==> config.mk <==
export PLATFORM = sky130hd
export DESIGN_NAME = mem_arbiter
export DESIGN_NICKNAME = d
export VERILOG_FILES = /design/src/rtl/mem_arbiter.sv
export SDC_FILE = /design/constraint.sdc
export NUM_CORES = 1
export LEC_CHECK = 0
export BUFFER_PORTS_ARGS = -buffer_cell sky130_fd_sc_hd__buf_2
export CELL_PAD_IN_SITES_DETAIL_PLACEMENT = 2
export CELL_PAD_IN_SITES_GLOBAL_PLACEMENT = 2
export CORE_MARGIN = 3
export CORE_UTILIZATION = 26
export CTS_CLUSTER_SIZE = 10
export DETAILED_ROUTE_END_ITERATION = 7
export HOLD_SLACK_MARGIN = 0.12
export PLACE_DENSITY_LB_ADDON = 0.1
export SLEW_MARGIN = 5
export SYNTH_ARGS = -nofsm -noshare
export SYNTH_HDL_FRONTEND = slang
export SYNTH_SLANG_ARGS = --single-unit
==> constraint.sdc <==
create_clock -name clk -period 1.55 [get_ports clk]
set_clock_uncertainty 0.05 [all_clocks]
set_input_delay 0 -clock clk [delete_from_list [all_inputs] [get_ports clk]]
set_output_delay 0 -clock clk [all_outputs]
set_load 0.02 [all_outputs]
==> src/rtl/mem_arbiter.sv <==
// mem_arbiter: shares one synchronous RAM between the CPU MAR/MDR path and a DMA/loader port.
// Serialises requests into single RAM transactions, waits out the RAM read latency, and
// returns read data with a one-cycle acknowledge to the port that was served.
//
// Configuration macro:
//   MEM_ARB_RR_EN  defined   -> round-robin arbitration (port that is not `owner` wins a tie)
//                  undefined -> fixed priority (CPU always wins a tie)
//
// Ports:
//   clk, reset_n                          clock, asynchronous active-low reset
//   cpu_req/we/addr/wdata -> cpu_ack/rdata  CPU request port
//   dma_req/we/addr/wdata -> dma_ack/rdata  DMA/loader request port
//   mem_addr/wdata/we/re, mem_rdata       RAM macro interface (read data RD_LAT cycles later)
//   busy                                  high whenever a transaction is in progress
//   owner                                 0 = CPU, 1 = DMA; port being served or last served
module mem_arbiter #(
  parameter int unsigned ADDR_W = 9,
  parameter int unsigned DATA_W = 32,
  parameter int unsigned RD_LAT = 1
) (
  input  logic              clk,
  input  logic              reset_n,
  input  logic              cpu_req,
  input  logic              cpu_we,
  input  logic [ADDR_W-1:0] cpu_addr,
  input  logic [DATA_W-1:0] cpu_wdata,
  output logic              cpu_ack,
  output logic [DATA_W-1:0] cpu_rdata,
  input  logic              dma_req,
  input  logic              dma_we,
  input  logic [ADDR_W-1:0] dma_addr,
  input  logic [DATA_W-1:0] dma_wdata,
  output logic              dma_ack,
  output logic [DATA_W-1:0] dma_rdata,
  output logic [ADDR_W-1:0] mem_addr,
  output logic [DATA_W-1:0] mem_wdata,
  output logic              mem_we,
  output logic              mem_re,
  input  logic [DATA_W-1:0] mem_rdata,
  output logic              busy,
  output logic              owner
);

  localparam int unsigned CntW = $clog2(RD_LAT + 1);

  typedef enum logic [1:0] {StIdle, StIssue, StWait, StDone} state_e;

  state_e            r_state;
  state_e            w_state_d;
  logic              r_we;
  logic [ADDR_W-1:0] r_addr;
  logic [DATA_W-1:0] r_wdata;
  logic              r_owner;
  logic [CntW-1:0]   r_cnt;
  logic [DATA_W-1:0] r_cpu_rdata;
  logic [DATA_W-1:0] r_dma_rdata;

  logic              w_any_req;
  logic              w_grant_dma;
  logic              w_cnt_last;

  assign w_any_req  = cpu_req | dma_req;
  assign w_cnt_last = (r_cnt == CntW'(1));

`ifdef MEM_ARB_RR_EN
  // A lone request wins outright; on a tie the port that was not served last wins.
  assign w_grant_dma = dma_req & (~cpu_req | ~r_owner);
`else
  assign w_grant_dma = dma_req & ~cpu_req;
`endif

  // State register
  always_ff @(posedge clk or negedge reset_n) begin
    if (!reset_n) begin
      r_state <= StIdle;
    end else begin
      r_state <= w_state_d;
    end
  end

  // Next-state logic
  always_comb begin
    w_state_d = r_state;
    unique case (r_state)
      StIdle:  if (w_any_req) w_state_d = StIssue;
      StIssue: w_state_d = r_we ? StDone : StWait;
      StWait:  if (w_cnt_last) w_state_d = StDone;
      StDone:  w_state_d = StIdle;
      default: w_state_d = StIdle;
    endcase
  end

  // Request latch, latency counter and per-port read data registers
  always_ff @(posedge clk or negedge reset_n) begin
    if (!reset_n) begin
      r_we        <= 1'b0;
      r_addr      <= '0;
      r_wdata     <= '0;
      r_owner     <= 1'b1;
      r_cnt       <= '0;
      r_cpu_rdata <= '0;
      r_dma_rdata <= '0;
    end else begin
      unique case (r_state)
        StIdle: begin
          if (w_any_req) begin
            r_we    <= w_grant_dma ? dma_we    : cpu_we;
            r_addr  <= w_grant_dma ? dma_addr  : cpu_addr;
            r_wdata <= w_grant_dma ? dma_wdata : cpu_wdata;
            r_owner <= w_grant_dma;
          end
        end
        StIssue: begin
          if (!r_we) r_cnt <= CntW'(RD_LAT);
        end
        StWait: begin
          r_cnt <= r_cnt - CntW'(1);
          // Counter at 1 marks the cycle in which the RAM presents the read data.
          if (w_cnt_last) begin
            if (r_owner) r_dma_rdata <= mem_rdata;
            else         r_cpu_rdata <= mem_rdata;
          end
        end
        default: ;
      endcase
    end
  end

  // Output logic
  always_comb begin
    mem_we  = 1'b0;
    mem_re  = 1'b0;
    cpu_ack = 1'b0;
    dma_ack = 1'b0;
    busy    = 1'b1;
    unique case (r_state)
      StIdle:  busy = 1'b0;
      StIssue: begin
        mem_we = r_we;
        mem_re = ~r_we;
      end
      StWait:  ;
      StDone: begin
        cpu_ack = ~r_owner;
        dma_ack = r_owner;
      end
      default: busy = 1'b0;
    endcase
  end

  // Address/data follow the latch, so they only move on the IDLE->ISSUE edge.
  assign mem_addr  = r_addr;
  assign mem_wdata = r_wdata;
  assign owner     = r_owner;
  assign cpu_rdata = r_cpu_rdata;
  assign dma_rdata = r_dma_rdata;

endmodule

==> tab_implementation.tex, run 1 <==
\begin{tabular}{lr}
\hline
Metric & Value \\
\hline
\multicolumn{2}{l}{\textbf{Yosys}} \\
Post-synthesis xor/xnor area fraction & 0.00180 \\
Yosys reg bits & 110 \\
Largest area contributor in the synthesized netlist & dfrtp\_1 \\
Most area-consuming cells after synthesis & dfrtp\_1, mux2\_4, mux2i\_1, o21ai\_0, nand2\_1 \\
Complex-gate fraction of the synthesized area & 0.0527 \\
Share of cell area taken by muxes after synthesis & 0.283 \\
Syn\_nets & 472 \\
Gate Count Post-Synth & 348 \\
Share of the yosys chip area belonging to registers & 0.566 \\
Synth Area per Inst & 14.0 sq um \\
Fraction of synthesized cell area taken by the top area cell type & 0.560 \\
Share of synthesized registers carrying an async set or reset & 1.00 \\
Yosys warnings & 0 \\
Post-synth top flop & dfrtp\_1 \\
Most frequent cell after synthesis & dfrtp\_1 \\
Synth cell count leaders & dfrtp\_1, mux2\_4, nand2\_1 \\
Simple-gate share of the synthesized area & 0.0501 \\
Synthesized area & 4870 sq um \\
Synthesized-area fraction occupied by adder cells & 0.0103 \\
Number of distinct library cell variants in the gate-level netlist after synthesis & 27 \\
Main combinational cell family by area after synthesis & multiplexers \\
Count of flip-flops with a built-in enable after synthesis & 0 \\
\multicolumn{2}{l}{\textbf{Pwr}} \\
Psw & 6.62 mW \\
Total power after layout & 16.3 mW \\
IR drop worst, VDD & 0.577 mV \\
Leakage Power & between 4 and 5 nW \\
Sequential share of power & 0.327 \\
Power per unit of standard cell area & 1960 nW/um\^{}2 \\
Net Sw Frac & 0.407 \\
Internal power & 9.65 mW \\
Relative contribution of the clock network to total power & 0.151 \\
Power share of the combinational group & 0.522 \\
\multicolumn{2}{l}{\textbf{Clock network}} \\
Clock Sinks & 110 \\
Clock tree from TritonCTS & done \\
Number of H-tree levels & 3 \\
Clock tree root driver cell & clkbuf\_16 \\
Clock slew seen by the registers of the worst setup and hold paths & approximately 0.080 ns \\
Inserted Clock Buffers & 9 \\
Worst skew pair latency & 0.35 ns \\
CTS Buffer Depth & 2 \\
\multicolumn{2}{l}{\textbf{Timing}} \\
Final worst path period share & 1.00 \\
Final worst path period need & 1.55 ns \\
Slew at the pin with the worst max-slew slack & 0.588 ns \\
Setup repair after global routing missed its margin & true \\
Worst hold slack across all endpoints & 0.231 ns \\
Final worst-path setup slack & -0.00336 ns \\
Top achievable clock speed & $\sim$640 MHz \\
Headroom to the max-slew limit & 0.608 \\
Setup violations, final & 3 \\
Fin. max-slew vios & 0 \\
Fin. Hold Viols & 0 \\
\multicolumn{2}{l}{\textbf{Route}} \\
Count of vias placed by the detailed router & approximately 4300 \\
Mean number of vias per cell & 4.48 \\
Count of nets left with antenna violations after detail routing & 0 \\
Amount of wire on met2 after detailed routing & 9.75 mm \\
Total detailed-routing wirelength & 18.1 mm \\
First-iteration detailed-routing DRC count & 107 \\
Routed met1 length & slightly below 7 mm \\
Highest routed layer & met4 \\
Avg WL per Cell & 19.0 um \\
Wire length on met3 & 806 um \\
1st-pass router iterations & 4 \\
Drc violations & 0 \\
\multicolumn{2}{l}{\textbf{Floorplan}} \\
Chip Height & 143 um \\
Initial cell density of the core & 0.267 \\
Overall die width & between 100 and 150 um \\
Number of I/O pins & 231 \\
DIE AREA & 20400 sq um \\
Count of standard-cell rows & 49 \\
Core region area & 18200 sq um \\
\multicolumn{2}{l}{\textbf{Run}} \\
MaxCap Viol Count & 0 \\
\multicolumn{2}{l}{\textbf{Placed design}} \\
Placed cell count & 807 \\
Global placement routability congestion & between 0.7 and 0.8 \\
Number of port buffers & 230 \\
Final HPWL from detailed placement & 11.2 mm \\
\multicolumn{2}{l}{\textbf{GRT}} \\
Vias in the first global route & 4894 \\
Antenna violations before repair & 1 \\
GRT Residual Overflow & 0 \\
Total GRT Usage & 0.167 \\
Largest net degree at the start of global routing & 110 \\
First-pass GRT wire length & 26.6 mm \\
\multicolumn{2}{l}{\textbf{Worst setup path}} \\
Largest stage delay on the critical path & between 0.3 and 0.4 ns \\
Required @ worst endpoint & 1.77 ns \\
Critical path class & reg -> reg \\
Cell-by-cell listing of the critical path & inv\_2 > buf\_6 > ha\_4 > buf\_6 > o21ai\_4 > clkbuf\_16 > nand2\_2 > o21ai\_1 \\
Cell with the most instances on the worst path & buf\_6 \\
Setup crit start kind & register \\
Slowest cell on the critical path & dfrtp\_1 \\
Nature of the critical path endpoint & register \\
Top fanout value on the critical path & 8 \\
Data arrival at the endpoint of the critical path & 1.78 ns \\
\multicolumn{2}{l}{\textbf{Outcome}} \\
Violated checks & negative setup slack \\
Status & finished with violations \\
\multicolumn{2}{l}{\textbf{Layout}} \\
Cell Count, Final, Fillers Out & approximately 950 \\
Filler cell count & roughly 1800 \\
Area occupied by registers & around 2800 sq um \\
Multi-input gate area in the final layout & 2130 sq um \\
Synthesis-to-layout area growth & 70.6\% \\
Fraction of layout instances using a drive strength above 1 & 0.529 \\
Final layout net count & 843 \\
\multicolumn{2}{l}{\textbf{Hold path}} \\
Min-delay worst type & in -> async \\
\hline
\end{tabular}
==> per-layer routing <==
layer	global-route usage	vias up
met5	0	-
met4	0.0750	0
met3	0.0365	42
met2	0.301	145
met1	0.187	2127
li1	-	1957
==> critical path: cells and delay by family, from the launching register on <==
family	cells	cell delay, ns
AO/OA/AOI/OAI	2	0.26
adder cells (fa/ha/maj)	1	0.15
buffers and inverters	4	0.59
flip-flops	1	0.37
AND/OR/NAND/NOR	1	0.05
==> worst paths after layout <==
| path | depth (start not counted) | from | end | slack (ns) |
|---|---|---|---|---|
| max | 8 | r_state[0]$_DFFE_PN0P_ | mem_wdata[20]$_DFFE_PN0P_ | -0.003 |
| min | 3 | reset_n | dma_rdata[9]$_DFFE_PN0P_ | 0.23 |
| max reg2reg | 8 | r_state[0]$_DFFE_PN0P_ | mem_wdata[20]$_DFFE_PN0P_ | -0.003 |
| min reg2reg | 2 | mem_wdata[10]$_DFFE_PN0P_ | mem_wdata[10]$_DFFE_PN0P_ | 0.42 |
| max in group asynchronous | 3 | reset_n | mem_wdata[21]$_DFFE_PN0P_ | 0.79 |
| min in group clk | 3 | mem_rdata[25] | cpu_rdata[25]$_DFFE_PN0P_ | 0.38 |
==> flip-flops by register name (all words and copies together), names as in the netlist <==
register / count
dma_rdata: 32
cpu_rdata: 32
r_we: 1
mem_wdata: 32
mem_addr: 9
owner: 1
r_cnt: 1
r_state: 2
==> timing repair <==
action                                 in CTS  in global routing
pin swaps                                   1                 17
cloned                                      0                  9
endpoints found under the hold margin     219                  0
hold buffers                              120                  0
resized for setup                           3                 71
setup buffers                               1                  0
setup endpoints to repair                  64                 44
==> cell usage in the layout (no fill, tap or decap), drive strengths merged <==
cell and instances:
a21oi 2, diode 1, clkinv 2, nor2b 3
o31a 1, o21ai 44, mux2 65, a31oi 1
inv 7, ha 4, nand2b 2, nand3 1
dlygate4sd3 120, nor2 1, dfstp 1, bufinv 1
o211ai 1, nand2 44, xnor2 1, clkbuf 15
and2 1, buf 254, o22a 1, mux2i 42
nand3b 1, dfrtp 109
==> final cells by class <==
type | count | share of cell area
flip-flops and latches | 110 | 0.332
well taps | 229 | 0.0345
clock inverters | 6 | 0.00919
multi-input cells | 215 | 0.256
diodes | 1 | 0.000301
repair buffers | 379 | 0.339
inverters | 4 | 0.00181
clock buffers | 10 | 0.0276
==> stage by stage <==
| stage | utilization | TNS [ns] | setup slack (ns) | area [sq um] |
|---|---|---|---|---|
| floorplan | - | -0.00539 | -0.00539 | 4870 |
| global placement | 0.354 | -1.12 | -0.0416 | 6450 |
| detailed placement | 0.354 | -4.02 | -0.0998 | 6450 |
| CTS | 0.438 | 0 | 0.00277 | 7980 |
| global route | 0.456 | -1.50 | -0.0985 | 8310 |
| finish | 0.456 | -0.00656 | -0.00336 | 8310 |
==> kinds of logic after synthesis <==
logic type,Yosys count
AO/OA/AOI/OAI,49
buffers and inverters,24
multiplexers,107
AND/OR/NAND/NOR,53
flip-flops,110
adder cells (fa/ha/maj),4
XOR/XNOR,1
==> power groups by stage <==
stage	registers, mW	logic, mW	clock network (mW)
final	5.32	8.50	2.46
after global routing	5.54	9.09	2.65
after CTS	5.28	7.75	2.53
after detailed placement	5.30	7.47	0
after global placement	5.23	7.25	0
after floorplan	6.89	2.90	0
Power figures use the tool's default switching activity.
==> run 2, diff against run 1 <==
Settings changed: GPL_TIMING_DRIVEN from default to 0.
==> run 2 against run 1 <==
Effect of this change:
- the run now ends clean
- wire length fell by 5.5%
- first-iteration DRC count decreased by 40%
- fmax up 3.0%
- power shrank 6.8%
- sequential power down 2%
- sequential share of layout area grew 1.5 points
- flip-flop and latch count did not move
- largest cell class is now registers
- clock power is 7% lower
- die area did not move
==> tab_implementation.tex, run 2 (synthesized netlist as in run 1, its figures left out) <==
\begin{tabular}{lr}
\hline
Metric & Value \\
\hline
\multicolumn{2}{l}{\textbf{Hold path}} \\
Min-delay worst type & in -> async \\
\multicolumn{2}{l}{\textbf{Floorplan}} \\
Initial cell density of the core & 0.267 \\
DIE AREA & 20400 sq um \\
Count of standard-cell rows & 49 \\
Chip Height & 143 um \\
Overall die width & 143 um \\
Core region area & about 18000 sq um \\
Number of I/O pins & 231 \\
\multicolumn{2}{l}{\textbf{Layout}} \\
Commonest cells after routing, fill and taps aside & buf\_2, dlygate4sd3\_1, dfrtp\_1, mux2\_4, nand2\_1 \\
Diodes inserted & 0 \\
Filler cell count & 1898 \\
Fraction of layout instances using a drive strength above 1 & 0.484 \\
Final layout net count & 840 \\
Synthesis-to-layout area growth & 63.4\% \\
Multi-input gate area in the final layout & 1970 sq um \\
Area occupied by registers & 2760 sq um \\
Most common cell after layout, fill and taps aside & buf\_2 \\
\multicolumn{2}{l}{\textbf{Pwr}} \\
Psw & between 6 and 7 mW \\
Internal power & 8.98 mW \\
Sequential share of power & 0.343 \\
Total power after layout & 15.2 mW \\
Leakage Power & 4.06 nW \\
Net Sw Frac & 0.408 \\
Power share of the combinational group & 0.506 \\
Relative contribution of the clock network to total power & 0.151 \\
Power per unit of standard cell area & 1910 nW/um\^{}2 \\
IR drop worst, VDD & about 0.70 mV \\
\multicolumn{2}{l}{\textbf{Route}} \\
Count of nets left with antenna violations after detail routing & 0 \\
Avg WL per Cell & about 18 um \\
1st-pass router iterations & 3 \\
Drc violations & 0 \\
Count of vias placed by the detailed router & approximately 4100 \\
Mean number of vias per cell & 4.36 \\
First-iteration detailed-routing DRC count & 64 \\
Total detailed-routing wirelength & 17.1 mm \\
\multicolumn{2}{l}{\textbf{Worst setup path}} \\
Nature of the critical path endpoint & register \\
Beginning of the worst register-to-register path & r\_state[0]\$\_DFFE\_PN0P\_ \\
Reg2Reg Capture Point & cpu\_rdata[5]\$\_DFFE\_PN0P\_ \\
Family of cells with the greatest summed delay on the critical path & flip-flops \\
Crit path to & cpu\_rdata[5]\$\_DFFE\_PN0P\_ \\
Data arrival at the endpoint of the critical path & $\sim$1.7 ns \\
Launch point of the critical path & r\_state[0]\$\_DFFE\_PN0P\_ \\
Largest stage delay on the critical path & 0.43 ns \\
Critical path depth & 5 \\
Cell-by-cell listing of the critical path & inv\_4 > ha\_4 > nand3b\_4 > buf\_6 > mux2\_4 \\
Register-to-Register Path Depth & 5 \\
Slowest cell on the critical path & dfrtp\_2 \\
Critical path class & reg -> reg \\
Internal reg-to-reg setup slack & 0.04 ns \\
Buffers \& Inverters on Critical Path & 2 \\
Required @ worst endpoint & 1.74 ns \\
Setup crit start kind & register \\
Top fanout value on the critical path & 10 \\
\multicolumn{2}{l}{\textbf{Timing}} \\
Fin. Hold Viols & 0 \\
Final worst-path setup slack & just over 0.04 ns \\
Setup repair after global routing missed its margin & true \\
Top achievable clock speed & roughly 660 MHz \\
Final worst path period share & 0.973 \\
Slew at the pin with the worst max-slew slack & between 0.5 and 0.6 ns \\
Accumulated negative setup slack & 0 ns \\
Final worst path period need & 1.51 ns \\
Fin. max-slew vios & 0 \\
Headroom to the max-slew limit & 0.619 \\
Setup violations, final & 0 \\
\multicolumn{2}{l}{\textbf{Placed design}} \\
Number of port buffers & 230 \\
Worst Setup Slack post-DPL & -0.273 ns \\
Final HPWL from detailed placement & 11.1 mm \\
Global placement routability congestion & 0.700 \\
\multicolumn{2}{l}{\textbf{GRT}} \\
First-pass GRT wire length & 26.8 mm \\
Vias in the first global route & 4934 \\
Antenna violations before repair & 0 \\
GRT Residual Overflow & 0 \\
Largest net degree at the start of global routing & 60 \\
Total GRT Usage & 0.168 \\
\multicolumn{2}{l}{\textbf{Run}} \\
MaxCap Viol Count & 0 \\
\multicolumn{2}{l}{\textbf{Clock network}} \\
Clock tree root driver cell & clkbuf\_16 \\
Clock tree from TritonCTS & done \\
Clock slew seen by the registers of the worst setup and hold paths & 0.08 ns \\
Number of H-tree levels & 3 \\
Clock Sinks & 110 \\
Inserted Clock Buffers & 9 \\
CTS Buffer Depth & 2 \\
Worst skew pair latency & between 0.3 and 0.4 ns \\
\multicolumn{2}{l}{\textbf{Outcome}} \\
Status & finished clean \\
\hline
\end{tabular}
run 2: changes by cell type in the layout (fill, tap and decap cells not counted), moves of 4 or more:
cell | before | now
o21ai_1 | 11 | 5
nand2_4 | 4 | 0
o21ai_0 | 14 | 37
buf_6 | 5 | 14
nand2_1 | 29 | 44
clkbuf_16 | 14 | 9
nand2_2 | 11 | 0
buf_12 | 11 | 0
o21ai_2 | 17 | 1
run 2: layout make-up:
| type | instances | share of cell area |
|---|---|---|
| clock inverter | 6 | 0.00849 |
| timing repair buffer | 357 | 0.305 |
| sequential | 110 | 0.346 |
| tap | 229 | 0.0360 |
| inverter | 4 | 0.00220 |
| multi-input combinational | 214 | 0.247 |
| buffer | 20 | 0.0253 |
| clock buffer | 10 | 0.0288 |
run 2: per-stage QoR:
step            util  std cells  instance area [sq um]  hold WS, ns
6_report       0.437        950                   7960        0.144
5_1_grt        0.437        950                   7960        0.178
4_1_cts        0.435        949                   7920        0.149
3_5_place_dp   0.348        808                   6340      -0.0308
3_3_place_gp   0.346        807                   6310        0.140
2_1_floorplan      -        348                   4870       -0.346
run 2: timing repair:
item                       in CTS  in global routing
buffers inserted                6                  1
hold endpoints to repair      218                  0
hold buffers                  119                  0
gates resized for setup        17                 13
pin swaps                       0                  2
setup endpoints to repair     104                 87
run 2: worst min path at each step:
stage | startpoint | endpoint | slack [ns]
finish | reset_n | dma_rdata[2]$_DFFE_PN0P_ | 0.14
global route | reset_n | dma_rdata[2]$_DFFE_PN0P_ | 0.18
CTS | reset_n | dma_rdata[2]$_DFFE_PN0P_ | 0.15
detailed placement | reset_n | dma_rdata[2]$_DFFE_PN0P_ | -0.03
global placement | cpu_req | owner$_DFFE_PN1P_ | 0.14
floorplan | reset_n | cpu_rdata[0]$_DFFE_PN0P_ | -0.35
run 2: per-layer routing:
layer | up-vias | wire (um) | GRT usage
li1 | 1937 | - | -
met1 | 2045 | 6570 | 0.182
met2 | 133 | 9320 | 0.318
met3 | 29 | 795 | 0.0425
met4 | 0 | 450 | 0.0580
met5 | - | 0 | 0
run 2: power groups by stage:
| stage | combinational [mW] | clock (mW) | sequential [mW] |
|---|---|---|---|
| detailed placement | 7.21 | 0 | 5.24 |
| CTS | 7.70 | 2.42 | 5.21 |
| global route | 8.29 | 2.54 | 5.40 |
| floorplan | 2.90 | 0 | 6.89 |
| global placement | 7.07 | 0 | 5.16 |
| finish | 7.68 | 2.29 | 5.20 |
==> run 3, diff against run 2 <==
Settings changed: CORE_UTILIZATION 26 to 31, SETUP_SLACK_MARGIN from default to 0.3.
Clock period 1.55 ns to 1.9 ns, I/O delays scaled along.
==> run 3 against run 2 <==
Effect of this change:
- fmax down 2.3%
- die area decreased by 15%
- clock power fell by 6%
- wire length rose by 6.3%
- via count increased by 2.2%
- critical path type unchanged
- critical endpoint is now cpu_rdata[11]$_DFFE_PN0P_
==> tab_implementation.tex, run 3 (synthesized netlist as in run 1, its figures left out) <==
\begin{tabular}{lr}
\hline
Metric & Value \\
\hline
\multicolumn{2}{l}{\textbf{GRT}} \\
First-pass GRT wire length & 28.7 mm \\
Largest net degree at the start of global routing & 68 \\
Total GRT Usage & 0.211 \\
Vias in the first global route & 5122 \\
GRT Residual Overflow & 0 \\
Antenna violations before repair & 0 \\
\multicolumn{2}{l}{\textbf{Timing}} \\
Setup repair after global routing missed its margin & true \\
Fin. max-slew vios & 0 \\
Fin. Hold Viols & 0 \\
Final worst path period share & 0.813 \\
Final worst-path setup slack & 0.356 ns \\
Slew at the pin with the worst max-slew slack & 0.431 ns \\
Top achievable clock speed & 648 MHz \\
Final worst path period need & 1.54 ns \\
Headroom to the max-slew limit & 0.713 \\
Setup violations, final & 0 \\
\multicolumn{2}{l}{\textbf{Route}} \\
Drc violations & 0 \\
Routed met1 length & around 6.5 mm \\
Highest routed layer & met4 \\
Wire length on met3 & slightly below 1 mm \\
Count of nets left with antenna violations after detail routing & 0 \\
Count of vias placed by the detailed router & roughly 4200 \\
1st-pass router iterations & 4 \\
Mean number of vias per cell & 4.55 \\
Avg WL per Cell & 19.6 um \\
Total detailed-routing wirelength & roughly 18 mm \\
First-iteration detailed-routing DRC count & 88 \\
Amount of wire on met2 after detailed routing & 10.4 mm \\
\multicolumn{2}{l}{\textbf{Worst setup path}} \\
Reg2Reg Capture Point & cpu\_rdata[11]\$\_DFFE\_PN0P\_ \\
Nature of the critical path endpoint & register \\
Crit path to & cpu\_rdata[11]\$\_DFFE\_PN0P\_ \\
Beginning of the worst register-to-register path & r\_state[1]\$\_DFFE\_PN0P\_ \\
Internal reg-to-reg setup slack & around 0.36 ns \\
Top fanout value on the critical path & 10 \\
Setup crit start kind & register \\
Launch point of the critical path & r\_state[1]\$\_DFFE\_PN0P\_ \\
Register-to-Register Path Depth & 5 \\
Data arrival at the endpoint of the critical path & 1.73 ns \\
Critical path class & reg -> reg \\
Required @ worst endpoint & 2.09 ns \\
\multicolumn{2}{l}{\textbf{Placed design}} \\
Worst Setup Slack post-DPL & 0.0667 ns \\
Global placement routability congestion & a little over 0.7 \\
Number of port buffers & 230 \\
Post-DP Area & approximately 6300 sq um \\
Final HPWL from detailed placement & roughly 11 mm \\
\multicolumn{2}{l}{\textbf{Layout}} \\
Commonest cells after routing, fill and taps aside & buf\_2, dlygate4sd3\_1, dfrtp\_1, mux2\_4, nand2\_1 \\
Area of all placed cells without fillers & approximately 7900 sq um \\
Fraction of layout instances using a drive strength above 1 & 0.474 \\
Filler cell count & $\sim$1500 \\
Most common cell after layout, fill and taps aside & buf\_2 \\
Post-layout util & 0.520 \\
Synthesis-to-layout area growth & 63.0\% \\
Final layout net count & 839 \\
Diodes inserted & 0 \\
\multicolumn{2}{l}{\textbf{Floorplan}} \\
DIE AREA & roughly 17000 sq um \\
Chip Height & 131 um \\
Core region area & 15300 sq um \\
Number of I/O pins & between 200 and 250 \\
Count of standard-cell rows & 45 \\
Initial cell density of the core & 0.319 \\
Overall die width & 131 um \\
\multicolumn{2}{l}{\textbf{Run}} \\
MaxCap Viol Count & 0 \\
\multicolumn{2}{l}{\textbf{Clock network}} \\
Clock Sinks & 110 \\
Clock tree from TritonCTS & done \\
CTS Buffer Depth & 2 \\
Number of H-tree levels & 3 \\
Worst skew pair latency & 0.34 ns \\
Inserted Clock Buffers & 9 \\
Clock tree root driver cell & clkbuf\_16 \\
Clock slew seen by the registers of the worst setup and hold paths & 0.07 ns \\
\multicolumn{2}{l}{\textbf{Pwr}} \\
Power per unit of standard cell area & approximately 1600 nW/um\^{}2 \\
Leakage Power & 4.06 nW \\
IR drop worst, VDD & 0.571 mV \\
\multicolumn{2}{l}{\textbf{Outcome}} \\
Status & finished clean \\
\multicolumn{2}{l}{\textbf{Hold path}} \\
Min-delay worst type & in -> reg \\
Hold Crit Depth & 3 \\
\hline
\end{tabular}
run 3: changes by cell type in the layout (fill, tap and decap cells not counted), sizes merged:
| cell | change |
|---|---|
| clkbuf | +1 |
| inv | -1 |
| clkinv | -2 |
| buf | -4 |
| bufinv | +3 |
| dlygate4sd3 | +2 |
run 3: cell type report:
cell class,instances,area [sq um],area share
plain buffers,20,175,0.0221
clock inverters,6,109,0.0137
flip-flops and latches,110,2750,0.347
well taps,211,264,0.0333
inverters,4,15.0,0.00189
repair buffers,356,2430,0.306
clock buffers,10,229,0.0288
multi-input cells,214,1970,0.248
run 3: timing repair:
item,4_1_cts,5_1_grt
gates resized for setup,9,7
cloned,1,0
hold buffers,121,0
buffers inserted,2,1
setup endpoints to repair,103,103
pin swaps,0,0
hold endpoints to repair,218,0
run 3: through the flow:
stage,power [mW],hold slack [ns],cells,TNS [ns]
6_report,12.7,0.372,931,0
5_1_grt,13.5,0.377,931,0
4_1_cts,12.7,0.367,930,0
3_5_place_dp,10.2,-0.0936,790,0
3_3_place_gp,9.90,0.138,789,-61.27
2_1_floorplan,7.99,-0.346,348,0
run 3: per-layer routing:
| layer | vias up | track usage |
|---|---|---|
| li1 | 1935 | - |
| met1 | 2153 | 0.211 |
| met2 | 129 | 0.424 |
| met3 | 20 | 0.0605 |
| met4 | 0 | 0.0484 |
| met5 | - | 0 |
run 3: worst min-delay path by stage:
stage	startpoint	end	slack, ns
2_1_floorplan	reset_n	cpu_rdata[0]$_DFFE_PN0P_	-0.35
3_5_place_dp	reset_n	cpu_rdata[24]$_DFFE_PN0P_	-0.09
5_1_grt	mem_rdata[7]	dma_rdata[7]$_DFFE_PN0P_	0.38
4_1_cts	mem_rdata[8]	dma_rdata[8]$_DFFE_PN0P_	0.37
3_3_place_gp	cpu_req	owner$_DFFE_PN1P_	0.14
6_report	mem_rdata[0]	cpu_rdata[0]$_DFFE_PN0P_	0.37
run 3: critical path, cell delays in order (launching register included):
cell,delay (ns)
dfrtp_1,0.38
buf_4,0.16
ha_4,0.18
nand3b_4,0.13
buf_6,0.21
mux2_4,0.32
run 3: report_power, final:
group          switching (mW)  internal, mW  total, mW
Clock                   0.859          1.29       2.15
Combinational            3.52          2.78       6.31
Sequential              0.720          3.55       4.27
Total                    5.10          7.62       12.7
